--- src/rtl/event_sched_pkg.sv ---
// Shared types and default parameters for the delayed event scheduler.
package event_sched_pkg;

  typedef enum logic [1:0] {
    StIdle,
    StCount,
    StFire
  } sched_state_e;

  localparam int unsigned DefDepth  = 4;
  localparam int unsigned DefDelayW = 8;
  localparam int unsigned DefCntW   = 16;

endpackage

--- src/rtl/event_req_fifo.sv ---
// Synchronous request FIFO holding per-event delay values; flush empties it in one edge.
module event_req_fifo #(
  parameter int unsigned DEPTH = 4,
  parameter int unsigned WIDTH = 8
) (
  input  logic                         clk,
  input  logic                         rst_n,
  input  logic                         flush,
  input  logic                         push,
  input  logic [WIDTH-1:0]             wdata,
  input  logic                         pop,
  output logic [WIDTH-1:0]             rdata,
  output logic                         full,
  output logic                         empty,
  output logic [$clog2(DEPTH+1)-1:0]   count
);

  localparam int unsigned PtrW = $clog2(DEPTH);
  localparam int unsigned CntW = $clog2(DEPTH + 1);

  logic [PtrW-1:0]  wr_ptr_q, rd_ptr_q;
  logic [CntW-1:0]  count_q;
  logic [WIDTH-1:0] mem_q [DEPTH];
  logic             push_en, pop_en;

  assign full    = (count_q == CntW'(DEPTH));
  assign empty   = (count_q == '0);
  assign count   = count_q;
  assign rdata   = mem_q[rd_ptr_q];
  assign push_en = push && !full && !flush;
  assign pop_en  = pop && !empty && !flush;

  // DEPTH is a power of two, so pointers wrap naturally.
  always_ff @(posedge clk or negedge rst_n) begin
    if (!rst_n) begin
      wr_ptr_q <= '0;
      rd_ptr_q <= '0;
      count_q  <= '0;
    end else if (flush) begin
      wr_ptr_q <= '0;
      rd_ptr_q <= '0;
      count_q  <= '0;
    end else begin
      if (push_en) wr_ptr_q <= wr_ptr_q + PtrW'(1);
      if (pop_en)  rd_ptr_q <= rd_ptr_q + PtrW'(1);
      count_q <= count_q + CntW'(push_en) - CntW'(pop_en);
    end
  end

  always_ff @(posedge clk) begin
    if (push_en) mem_q[wr_ptr_q] <= wdata;
  end

endmodule

--- src/rtl/event_delay_scheduler.sv ---
// Queues delayed trigger requests and fires a one-cycle pulse per request, in order,
// each after its own delay counted from when it is loaded into the timer.
module event_delay_scheduler
  import event_sched_pkg::*;
#(
  parameter int unsigned DEPTH   = DefDepth,
  parameter int unsigned DELAY_W = DefDelayW,
  parameter int unsigned CNT_W   = DefCntW
) (
  input  logic                         clk,
  input  logic                         rst_n,
  input  logic                         flush,
  input  logic                         req_valid,
  output logic                         req_ready,
  input  logic [DELAY_W-1:0]           req_delay,
  output logic                         evt_pulse,
  output logic [CNT_W-1:0]             evt_count,
  output logic [$clog2(DEPTH+1)-1:0]   pending,
  output logic                         busy
);

  sched_state_e       state_q;
  logic [DELAY_W-1:0] cnt_q;
  logic               evt_pulse_q;
  logic [CNT_W-1:0]   evt_count_q;

  logic               fifo_full, fifo_empty, fifo_pop;
  logic [DELAY_W-1:0] head_delay;

  event_req_fifo #(
    .DEPTH (DEPTH),
    .WIDTH (DELAY_W)
  ) u_fifo (
    .clk   (clk),
    .rst_n (rst_n),
    .flush (flush),
    .push  (req_valid && req_ready),
    .wdata (req_delay),
    .pop   (fifo_pop),
    .rdata (head_delay),
    .full  (fifo_full),
    .empty (fifo_empty),
    .count (pending)
  );

  assign req_ready = !fifo_full;
  assign fifo_pop  = !flush && !fifo_empty && (state_q == StIdle || state_q == StFire);
  assign busy      = (state_q != StIdle) || !fifo_empty;
  assign evt_pulse = evt_pulse_q;
  assign evt_count = evt_count_q;

  always_ff @(posedge clk or negedge rst_n) begin
    if (!rst_n) begin
      state_q     <= StIdle;
      cnt_q       <= '0;
      evt_pulse_q <= 1'b0;
      evt_count_q <= '0;
    end else if (flush) begin
      state_q     <= StIdle;
      cnt_q       <= '0;
      evt_pulse_q <= 1'b0;
    end else begin
      evt_pulse_q <= 1'b0;
      unique case (state_q)
        StIdle: begin
          if (!fifo_empty) begin
            state_q <= StCount;
            cnt_q   <= head_delay;
          end
        end
        StCount: begin
          if (cnt_q == '0) begin
            state_q     <= StFire;
            evt_pulse_q <= 1'b1;
            evt_count_q <= evt_count_q + CNT_W'(1);
          end else begin
            cnt_q <= cnt_q - DELAY_W'(1);
          end
        end
        StFire: begin
          if (!fifo_empty) begin
            state_q <= StCount;
            cnt_q   <= head_delay;
          end else begin
            state_q <= StIdle;
          end
        end
        default: state_q <= StIdle;
      endcase
    end
  end

endmodule

--- config.mk ---
export PLATFORM = sky130hd
export DESIGN_NAME = event_delay_scheduler
export DESIGN_NICKNAME = d
export VERILOG_FILES = /design/src/rtl/event_sched_pkg.sv /design/src/rtl/event_req_fifo.sv /design/src/rtl/event_delay_scheduler.sv
export SDC_FILE = /design/constraint.sdc
export NUM_CORES = 1
export LEC_CHECK = 0
export ABC_AREA = 1
export CAP_MARGIN = 20
export CORE_ASPECT_RATIO = 1.25
export CORE_UTILIZATION = 47
export CTS_CLUSTER_SIZE = 20
export DETAILED_ROUTE_END_ITERATION = 16
export PLACE_DENSITY = 0.68
export SETUP_SLACK_MARGIN = 0.15
export SYNTH_ARGS = -nofsm -noshare
export SYNTH_HDL_FRONTEND = slang
export SYNTH_SLANG_ARGS = --single-unit
--- constraint.sdc ---
create_clock -name clk -period 2.3 [get_ports clk]
set_input_delay 0.23 -clock clk [delete_from_list [all_inputs] [get_ports clk]]
set_output_delay 0.23 -clock clk [all_outputs]
set_load 0.05 [all_outputs]
==> results of run 1 <==
## worst min-delay path by stage
stage | start | to | depth (start not counted)
final | rst_n | evt_count[2]$_DFFE_PN0P_ | 2
after global placement | cnt_q[1]$_DFFE_PN0P_ | cnt_q[1]$_DFFE_PN0P_ | 2
after global routing | rst_n | evt_count[1]$_DFFE_PN0P_ | 2
after floorplan | rst_n | cnt_q[0]$_DFFE_PN0P_ | 0
after detailed placement | cnt_q[0]$_DFFE_PN0P_ | cnt_q[0]$_DFFE_PN0P_ | 2
after CTS | rst_n | evt_count[2]$_DFFE_PN0P_ | 2
## report_power, final
| group | switching, uW | total (uW) | internal [uW] |
|---|---|---|---|
| Sequential | 189 | 1600 | 1410 |
| Combinational | 1120 | 1740 | 623 |
| Clock | 460 | 846 | 386 |
## worst register-to-register path: stages, from the launching register on
cell and delay (ps):
dfrtp_2 440, inv_2 100, nand2_4 70, nor2_4 140, nor2_4 50, nand2_2 110
inv_2 50, ha_4 210, inv_4 50, ha_4 120, inv_2 40, fa_2 390
and3_4 160, nor3_2 140
## synth_stat cells (3+ instances only)
master,instances,share of area (%)
nor2_2,4,0.75
ha_1,8,3.0
o21ai_0,13,2.0
nor2_1,45,5.1
edfxtp_1,32,29
nand2_1,120,14
xor2_1,3,0.79
dfrtp_1,34,26
buf_2,6,0.91
nand3_1,40,6.0
o21ai_1,12,1.8
xnor2_1,7,1.8
inv_2,9,1.0
nand4_1,4,0.75
a21oi_1,3,0.45
inv_1,31,3.5
## per-layer routing
| metal | share of wire [%] | vias to the layer above | GRT usage, % |
|---|---|---|---|
| li1 | - | 1331 | - |
| met1 | 42 | 1270 | 21.8 |
| met2 | 52 | 73 | 36.7 |
| met3 | 4.1 | 15 | 3.89 |
| met4 | 1.9 | 0 | 8.96 |
| met5 | 0 | - | 0 |
## stage by stage
step                std cells  total power (uW)  cell area, um^2
floorplan                 383              2750             3340
global placement          503              3160             3780
detailed placement        503              3180             3780
CTS                       519              4040             3960
global route              525              4450             4060
finish                    525              4180             4060
## state kept, by name (all words and copies together) (netlist names)
name and cells:
state_q 2, evt_pulse 1, cnt_q 8, u_fifo.rd_ptr_q 2, u_fifo.count 3, u_fifo.wr_ptr_q 2, u_fifo.mem_q 32, evt_count 16
## what timing repair did
| action | CTS | global route |
|---|---|---|
| gates resized for setup | 1 | 13 |
| setup endpoints to repair | 1 | 2 |
| pin swaps | 0 | 7 |
| hold buffers | 0 | 0 |
| setup buffers | 0 | 6 |
## cell type report
class / instances / area [um^2]
fill: 600 / 2630
sequential: 66 / 1820
multi-input combinational: 268 / 1370
timing repair buffer: 47 / 433
inverter: 41 / 158
clock buffer: 9 / 124
tap: 87 / 109
clock inverter: 7 / 45.0
## logic make-up after synthesis
group | Yosys count
AOI/OAI and AO/OA | 28
buffers and inverters | 49
adders and majority gates | 9
xor gates and xnor gates | 10
and+or+nand+nor | 221
DFF | 66
==> metrics, run 1 <==
NumNets Final 454; DRC viols 0; clk_lat worst skew approximately 350 ps; Setup Crit Path Kind register to register; Ys Warns 0; die area 7400 um^2; pin count of the biggest net entering global routing 35; final setup fails 0; Register-to-Register Setup Slack 160 ps; most frequent cells in the layout nand2_1 (118), nor2_1 (43), nand3_1 (39); commonest non-fill, non-tap cell in the layout nand2_1; mapped cell area ~3300 um^2; Max-cap violations 0; CP arrival 2410 ps; syn_nets just over 400; leakage power 0.00177 uW; Die Height 95.9 um; Syn Inst Count 383; worst setup path endpoint u_fifo.count[2]$_DFF_PN0_; hold slack 292 ps; Worst Path Required 2570 ps; Core Area between 6000 and 7000 um^2; compound-cell area share of the yosys netlist 4.22%; n_diodes 0; post-synthesis simple-gate area fraction 28.8%; RSZ-0062 raised after global routing true; startpoint types register; WP buf/inv 4; Area Growth Syn to Fin 22.3%; Slew headroom about 66%; Cell variety after synth 27; R2R Path Start u_fifo.count[1]$_DFF_PN0_; reg2reg path depth 13; Peak VDD IR 517 uV; post-DP HPWL roughly 4700 um; crit path from u_fifo.count[1]$_DFF_PN0_; TritonCTS Buffers 9; vias in the first global route between 2000 and 2500; final worst slack 158 ps; post-synthesis sequential area ratio roughly 55%; worst hold path type input port to async pin; # rows 33; CTS Sinks 66; wire length per cell 13.2 um; final core utilization 60.7%; EDFF count, synth 32; number of synthesized register bits between 60 and 70; DRT antenna net count 0; final period utilization between 90 and 100%; Slowest Stage Delay on Critical Path 440 ps; reg2reg end u_fifo.count[2]$_DFF_PN0_; largest family of logic cells by synthesized area simple AND/OR/NAND/NOR gates; H-Tree Level Count 3; GPL Wtd Cong 0.854; Congestion Overflow GR 0; initial DRC count 117; number of antenna violations at the first check in global routing 0; CP Capture Type register; CTS root buf clkbuf_8; Crit path max-delay family adder cells; Reg clk slew, reported paths 80 ps; CP Depth 13; Worst path slowest cell dfrtp_2; I/O pins 34; Via density 5.12; TritonCTS clock tree yes; Tot GR Track Use between 10% and 20%; mux cell area share after synthesis 0%; CTS Buffer Depth 2; setup TNS 0 ps; cell mode on critical path inv_2; final hold vios 0; starting density of the core 49.6%; drt first pass iters 4; Setup Skew 10.3 ps; most common flop cell mapped by yosys dfrtp_1; Post-Place Setup Slack 79.3 ps; PortBufs 33; Synth Area in XOR/XNOR 2.64%; layout cells sized above 1 ~16%; first-pass GRT wire length 11100 um; Cell Pwr Density 1030 nW/um^2; critical path, cell by cell inv_2 > nand2_4 > nor2_4 > nor2_4 > nand2_2 > inv_2 > ha_4 > inv_4 > ha_4 > inv_2 > fa_2 > and3_4 > nor3_2; Fmax 467 MHz; final WL 6910 um; minimum clock period 2140 ps; max-slew violation count 0; outcome finished clean; Slew @ Worst Pin 508 ps; Worst Path Max Fanout 4; adder-cell share of the synthesized area 3.62%; syn_area_per_cell 8.66 um^2; total number of vias 2689; ys async rst share 51.5%; Die W 77.2 um
Power figures use the tool's default switching activity.
==> run 2, diff against run 1 <==
--- a/config.mk
+++ b/config.mk
@@ -13,6 +13,7 @@
 export DETAILED_ROUTE_END_ITERATION = 16
 export PLACE_DENSITY = 0.68
 export SETUP_SLACK_MARGIN = 0.15
+export SLEW_MARGIN = 40
 export SYNTH_ARGS = -nofsm -noshare
 export SYNTH_HDL_FRONTEND = slang
 export SYNTH_SLANG_ARGS = --single-unit
==> results of run 2 <==
No change in the layout: final DEF, timing and power equal those of run 1.
